## src/rtl/seek_f_mc.sv

```systemverilog
// seek_f_mc: two-stage multichannel scale-and-saturate pipeline.
// Stage 1 folds the top bit of the raw word in as a rounding correction and
// looks up the channel's shift. Stage 2 shifts, saturates to OW bits and
// presents the beat. A single advance signal moves both stages, so
// backpressure from out_ready stalls the whole pipe without dropping beats.
module seek_f_mc #(
  parameter int unsigned DW  = 14,
  parameter int unsigned OW  = 17,
  parameter int unsigned NCH = 4,
  parameter int unsigned SH0 = 3,
  localparam int unsigned CW = (NCH > 1) ? $clog2(NCH) : 1
) (
  input  logic          clk,
  input  logic          rst_n,
  input  logic          in_valid,
  output logic          in_ready,
  input  logic [CW-1:0] in_ch,
  input  logic [DW-1:0] in_e,
  input  logic          cfg_we,
  input  logic [CW-1:0] cfg_ch,
  input  logic [4:0]    cfg_shift,
  input  logic          sat_clr,
  output logic          out_valid,
  input  logic          out_ready,
  output logic [CW-1:0] out_ch,
  output logic [OW-1:0] out_f,
  output logic          out_sat,
  output logic [NCH-1:0] sat_flags
);

  // Shifted value is wide enough that no shift amount can lose bits.
  localparam int unsigned VW = DW + 31;
  localparam logic [4:0] ShRst = 5'(SH0);

  logic adv;

  // Per-channel shift table.
  logic [4:0] shift_tbl [NCH];

  // Stage 1 registers.
  logic          s1_valid;
  logic [DW-1:0] s1_r;
  logic [CW-1:0] s1_ch;
  logic [4:0]    s1_shift;
  logic          s1_known;

  // Combinational helpers.
  logic [4:0]     in_shift;
  logic           in_known;
  logic [DW-1:0]  in_r;
  logic [VW-1:0]  s2_v;
  logic           s2_over;
  logic [OW-1:0]  s2_f;
  logic           out_known;
  logic [NCH-1:0] flags_d;

  // Pipeline advances whenever the output slot is empty or being drained.
  assign adv      = !out_valid || out_ready;
  assign in_ready = adv;

  // Shift table: writes to channels outside the table are dropped.
  always_ff @(posedge clk or negedge rst_n) begin
    if (!rst_n) begin
      for (int c = 0; c < NCH; c++) begin
        shift_tbl[c] <= ShRst;
      end
    end else if (cfg_we) begin
      for (int c = 0; c < NCH; c++) begin
        if (cfg_ch == CW'(c)) begin
          shift_tbl[c] <= cfg_shift;
        end
      end
    end
  end

  // Shift lookup for the incoming beat; unknown channels get shift 0.
  always_comb begin
    in_shift = '0;
    in_known = 1'b0;
    for (int c = 0; c < NCH; c++) begin
      if (in_ch == CW'(c)) begin
        in_shift = shift_tbl[c];
        in_known = 1'b1;
      end
    end
  end

  // Correction: add the top bit to the remaining bits, keeping the carry.
  always_comb begin
    in_r = {1'b0, in_e[DW-2:0]} + {{(DW-1){1'b0}}, in_e[DW-1]};
  end

  // Stage 1 register: valid follows in_valid so bubbles travel as bubbles.
  always_ff @(posedge clk or negedge rst_n) begin
    if (!rst_n) begin
      s1_valid <= 1'b0;
      s1_r     <= '0;
      s1_ch    <= '0;
      s1_shift <= '0;
      s1_known <= 1'b0;
    end else if (adv) begin
      s1_valid <= in_valid;
      if (in_valid) begin
        s1_r     <= in_r;
        s1_ch    <= in_ch;
        s1_shift <= in_shift;
        s1_known <= in_known;
      end
    end
  end

  // Stage 2 shift and saturate.
  always_comb begin
    s2_v    = {{(VW-DW){1'b0}}, s1_r} << s1_shift;
    s2_over = |s2_v[VW-1:OW];
    s2_f    = s2_over ? '1 : s2_v[OW-1:0];
  end

  // Output register: payload only changes when a real beat moves in.
  always_ff @(posedge clk or negedge rst_n) begin
    if (!rst_n) begin
      out_valid <= 1'b0;
      out_f     <= '0;
      out_ch    <= '0;
      out_sat   <= 1'b0;
      out_known <= 1'b0;
    end else if (adv) begin
      out_valid <= s1_valid;
      if (s1_valid) begin
        out_f     <= s2_f;
        out_ch    <= s1_ch;
        out_sat   <= s2_over;
        out_known <= s1_known;
      end
    end
  end

  // Sticky flags: clear first, then a saturating transfer sets, so set wins.
  always_comb begin
    flags_d = sat_clr ? '0 : sat_flags;
    if (out_valid && out_ready && out_sat && out_known) begin
      for (int c = 0; c < NCH; c++) begin
        if (out_ch == CW'(c)) begin
          flags_d[c] = 1'b1;
        end
      end
    end
  end

  // Sticky flag register.
  always_ff @(posedge clk or negedge rst_n) begin
    if (!rst_n) begin
      sat_flags <= '0;
    end else begin
      sat_flags <= flags_d;
    end
  end

endmodule
```

## config.mk

```make
export PLATFORM = sky130hd
export DESIGN_NAME = seek_f_mc
export DESIGN_NICKNAME = d
export VERILOG_FILES = /design/src/rtl/seek_f_mc.sv
export SDC_FILE = /design/constraint.sdc
export NUM_CORES = 1
export LEC_CHECK = 0
export BUFFER_PORTS_ARGS = -buffer_cell sky130_fd_sc_hd__buf_2
export CAP_MARGIN = 20
export CORE_MARGIN = 1
export CORE_UTILIZATION = 60
export CTS_CLUSTER_SIZE = 12
export DETAILED_ROUTE_END_ITERATION = 8
export PLACE_DENSITY = 0.93
export SETUP_SLACK_MARGIN = 0.02
export SYNTH_ARGS = -nofsm -noshare
export SYNTH_HDL_FRONTEND = slang
export SYNTH_SLANG_ARGS = --single-unit
```

## constraint.sdc

```tcl
create_clock -name clk -period 5.2 [get_ports clk]
set_clock_uncertainty 0.1 [all_clocks]
set_input_delay 0.26 -clock clk [delete_from_list [all_inputs] [get_ports clk]]
set_output_delay 0.26 -clock clk [all_outputs]
set_load 0.05 [all_outputs]
```

# After elaboration in Yosys (flattened, before gate mapping)
# Cells that the tools add are included.
[word_totals] reg_bits=69 inputBits=29 wordCells=56 output_inout_bits=26
[classes] muxes=15 addsub=1 reduce_logical=15 shift=1 eq_ne=9
[ops] cell="left shift 14 x 5 -> 45 bit" count=1
[ops] cell="OR reduction 28 bit" count=1
[ops] cell="2-to-1 mux 5 bit" count=4
[ops] cell="2-to-1 mux 17 bit" count=1
[ops] cell="adder 13 x 1 -> 14 bit" count=1
[ops] cell="equality test 2 bit, second input constant" count=6
[ops] cell="AND reduction 2 bit" count=6
[ops] cell="2-to-1 mux 1 bit" count=8
[ops] cell="2-to-1 mux 4 bit" count=2
[ops] cell="equality test 2 x 1 -> 1 bit, second input constant" count=3
[ops] cell="logical NOT 2 bit" count=3
[ops] cell="logical AND 1 bit" count=3
[ops] cell="logical NOT 1 bit" count=1
[ops] cell="logical OR 1 bit" count=1

# Logic depth before layout (Yosys ltp)
[depth] ltp_word=5 mapped_depth=10

# Least setup slack after synthesis
# Ideal clock, no wire load.
[synth_path] path_type="flip-flop to flip-flop" startpoint="register s1_shift[0]" endpoint="register out_f[0]" stages_incl_launch_ff=8 setup_time_ns=0.140 path_slack_ns=2.485 required_time_ns=4.960 arrival_time_ns=2.475 path_cell_list="dfrtp_1 -> buf_6 -> mux4_2 -> a2111o_1 -> a21o_1 -> a2111o_1 -> o31ai_4 -> a31oi_1"
[synth_between] elab_chain_len=3
[synth_rtl] element="start: declaration" line="44" source="logic [4:0] s1_shift;"
[synth_rtl] element="start signal: assignment" line="106" source="s1_shift <= in_shift;"
[synth_rtl] element="left shift 14 x 5 -> 45 bit (*)" line="114" source="s2_v = {{(VW-DW){1'b0}}, s1_r} << s1_shift;"
[synth_rtl] element="OR reduction 28 bit" line="115" source="s2_over = |s2_v[VW-1:OW];"
[synth_rtl] element="2-to-1 mux 17 bit (*)" line="116" source="s2_f = s2_over ? '1 : s2_v[OW-1:0];"
[synth_rtl] element="end signal: assignment" line="123" source="out_f <= '0;"
[synth_rtl] element="end signal: assignment" line="130" source="out_f <= s2_f;"
[synth_rtl] element="end: declaration" line="26" source="output logic [OW-1:0] out_f,"
# Mark *: on every way between the ends. The rest lies on a longest branch, timed or not.
# A chain may end at the register's enable or synchronous reset.

# Final worst setup path
[layout_path] startpoint="register s1_shift[0]" endpoint="register out_f[16]"
# The elaborated chain is that of the path after synthesis.

==> results.md <==
* Compound-cell area share of the yosys netlist at 14.3%
* Nets at 445
* Period Utilization, post-route at about two thirds
* Final hold viol count at 11
* Die ar. at about 6900 um2
* Synthesized net count at around 400
* Buffers inserted by post-CTS timing repair at 0
* Final weighted congestion of routability-driven global placement at 0.989
* Synth area leaders: dfrtp_1 39%, mux2_2 11%, mux4_2 7.4%
* Initial DRC count at around 520
* Post-synthesis instance total at 368
* Top cells by instance count after synthesis: 61 x dfrtp_1, 42 x nand2_1, 38 x mux2_2
* Max Fanout on Critical Path at 19
* Largest area contributor in the netlist: dfrtp_1
* Critical path, cell by cell: buf_4 > mux4_2 > a31oi_1 > a41oi_2 > nor2_2 > a41oi_1
* Dominant register cell in the synthesized netlist: dfrtp_1
* Peak ir drop on the vdd network at between 0.4 and 0.5 mV
* Placed wire-length estimate after detailed placement at around 6.5 mm
* Initial core utilization at about 62%
* Slowest stage cell, crit path: dfrtp_1
* Synthesized-area fraction occupied by adder cells at less than 1%
* Clock insertion delay at the later pin of the skew report at approximately 0.35 ns
* Power, Total at approximately 2.5 mW
* Clock input transition at the sequential cells of the worst setup and hold paths at around 0.08 ns
* Pin count of the biggest net entering global routing at 70
* Top-level port count at 55
* Period minus WS final at 3.51 ns
* Die extent in y at between 80 and 90 um
* Pwr per Cell Area at approximately 560 nW/um2
* Slowest Stage Delay on Critical Path at 0.84 ns
* Fraction of registers with async set/reset at 100%
* Yosys top cell area share at between 30% and 40%
* CTS tree: done
* Worst slew margin relative to its limit at 39.7%
* XOR/XNOR Fraction of Synth Area at under 10%
* Final routed DRC violation total at 0
* Port Buf Inserts at 54
* Crit path launch type: flop
* Mean Syn Cell Area at 10.8 um2
* Placeable core region at between 6000 and 7000 um2
* Via density per instance at 6.58
* Internal power component at ~1.4 mW
* Cell leakage power at between 1.5 and 2 nW
* Proportion of synthesized chip area in sequential cells at 43.8%
* Switching share of total power at 45.2%
* Share of layout cells above drive strength 1 at around a third
* Unrepaired setup endpoints after global routing: no
* Mux cell area share after synthesis at 21.1%
* Sequential fraction of design power at about a third
* Category of the worst setup path capture point: flop
* H-tree levels at 3
* Cell chosen for the clock root: clkbuf_8
* CP delay by family, top: flip-flops
* Most repeated cell in the gate-level netlist after synthesis: dfrtp_1
* Number of routed nets with antenna violations at 0
* Antenna cells at 0
* Post-synth EDFFs at 0
* Wire length after detailed routing at around 9 mm
* Max capacitance violation total at 0
* Highest clock rate at ~290 MHz
* Antenna violations before repair at 0
* Largest family of logic cells by synthesized area: multiplexers
* Failing checks: hold timing
* Hold WC Path Type: in2async
* Final setup violation count at 0
* Number of register bits inferred by synthesis at slightly below 70
* Net load switching power at about 1.1 mW
* Data required time at the worst endpoint at about 5.3 ns
* Critical path class: reg2reg
* Number of max-slew violations in the final report at 0
* Number of fillers in the final layout at about 440
* Count of vias placed by the detailed router at between 3000 and 4000
* Final global-route overflow total at 0
* Final total negative setup slack at 0 ns
* FP Rows at 29
* Critical Path AT at between 3 and 4 ns
* Number of hold buffers added after CTS at 0
* Count of yosys warnings during synthesis at 0
* Number of cells upsized or downsized after cts at 0
* Run status: complete, but fails checks
* Clock network fraction of design power at a little under a fifth
* Final hold slack at -0.0200 ns
* Distinct cell type count of the synthesized netlist at 54
* Relative contribution of combinational cells to total power at between 40 and 50%
* Clock tree buffer depth at 2
* Via count of the first global-routing pass at between 3000 and 4000
* Drt wl/cell at between 15 and 20 um
* Global router's overall resource usage at about 29%
* Cell Area, Synth at roughly 4000 um2
* Global-route wire length before repair at 15.4 mm
* Layout Area Growth over Synthesis at 13.4%
* Width of the chip at roughly 83 um
* Clock buffer count from CTS at 9
* Synth Area in Simple Gates at roughly 14%
* Number of buffers and inverters on the critical path at 1
* First-pass DRT Iterations at 6
* CTS sink cnt at 69
* Slew at the pin with the worst max-slew slack at approximately 0.9 ns
-- flip-flops by register name (all words and copies together), names as in the netlist --
signal     count
shift_tbl     20
out_f         17
s1_r          14
s1_shift       5
sat_flags      4
out_ch         2
s1_ch          2
out_known      1
out_sat        1
out_valid      1
s1_known       1
s1_valid       1
-- cells in the final DEF (no fill, tap or decap), types with 3 or more instances in the layout --
master,instances
nor2b_1,3
o32ai_1,11
mux2i_1,9
and2_1,5
and3_1,4
o21ai_0,18
dfstp_2,8
clkbuf_8,9
nand3_1,11
buf_2,54
mux4_2,13
a21oi_1,6
mux2_2,38
nand2b_1,6
a31oi_1,20
nor3_1,6
xnor2_1,4
nor2_1,19
nand3b_1,4
nand2_1,42
xor2_1,7
inv_1,11
dfrtp_1,61
-- layout make-up --
type | instances | area, um2 | share of cell area (%)
multi-input combinational | 266 | 2090 | 46.5
sequential | 69 | 1740 | 38.7
timing repair buffer | 57 | 313 | 6.97
clock buffer | 10 | 128 | 2.84
tap | 77 | 96.3 | 2.15
clock inverter | 6 | 86.3 | 1.92
inverter | 11 | 41.3 | 0.919
-- power groups by stage --
stage / combinational, mW / sequential (mW) / clock (mW)
global placement: 1.10 / 0.861 / 0
finish: 1.16 / 0.875 / 0.474
CTS: 1.13 / 0.867 / 0.482
detailed placement: 1.13 / 0.877 / 0
global route: 1.24 / 0.894 / 0.509
floorplan: 0.681 / 1.06 / 0
-- kinds of logic after synthesis --
kind of cell,after synthesis
buf+inv,33
compound gates,79
simple gates,113
mux,61
xor+xnor,11
fa+ha+maj,2
flops,69
-- worst paths after layout --
check                                         end  slack (ns)  depth (start not counted)                     from
max                         out_f[16]$_DFFE_PN0P_        1.69                          6  s1_shift[0]$_DFFE_PN0P_
min                          s1_r[10]$_DFFE_PN0P_       -0.02                          2                    rst_n
max reg2reg                 out_f[16]$_DFFE_PN0P_        1.69                          6  s1_shift[0]$_DFFE_PN0P_
min reg2reg                 out_valid$_DFFE_PN0N_        0.40                          2     s1_valid$_DFFE_PN0N_
max in group asynchronous    out_f[1]$_DFFE_PN0P_        4.45                          2                    rst_n
min in group clk           sat_flags[1]$_DFF_PN0_        0.05                          2                  sat_clr
-- routing by layer --
layer	routed length (um)	part of all wire (%)	global-route usage, %	vias to the layer above
met5	0	0	0	-
met3	682	7.4	7.55	32
li1	-	-	-	1465
met1	3620	39	34.6	1576
met4	258	2.8	13.5	0
met2	4710	51	47.5	193
-- through the flow --
stage / hold WS (ns) / cells / cell area, um2 / worst slack, ns / util (%)
final: -0.0200 / 496 / 4490 / 1.69 / 70.7
after global placement: 0.343 / 479 / 4250 / 1.91 / 66.9
after CTS: 0.0199 / 495 / 4460 / 1.77 / 70.3
after global routing: 0.0396 / 496 / 4490 / 1.47 / 70.7
after floorplan: -0.136 / 368 / 3960 / 2.48 / -
after detailed placement: 0.367 / 479 / 4250 / 1.78 / 66.9
Power figures use the tool's default switching activity.
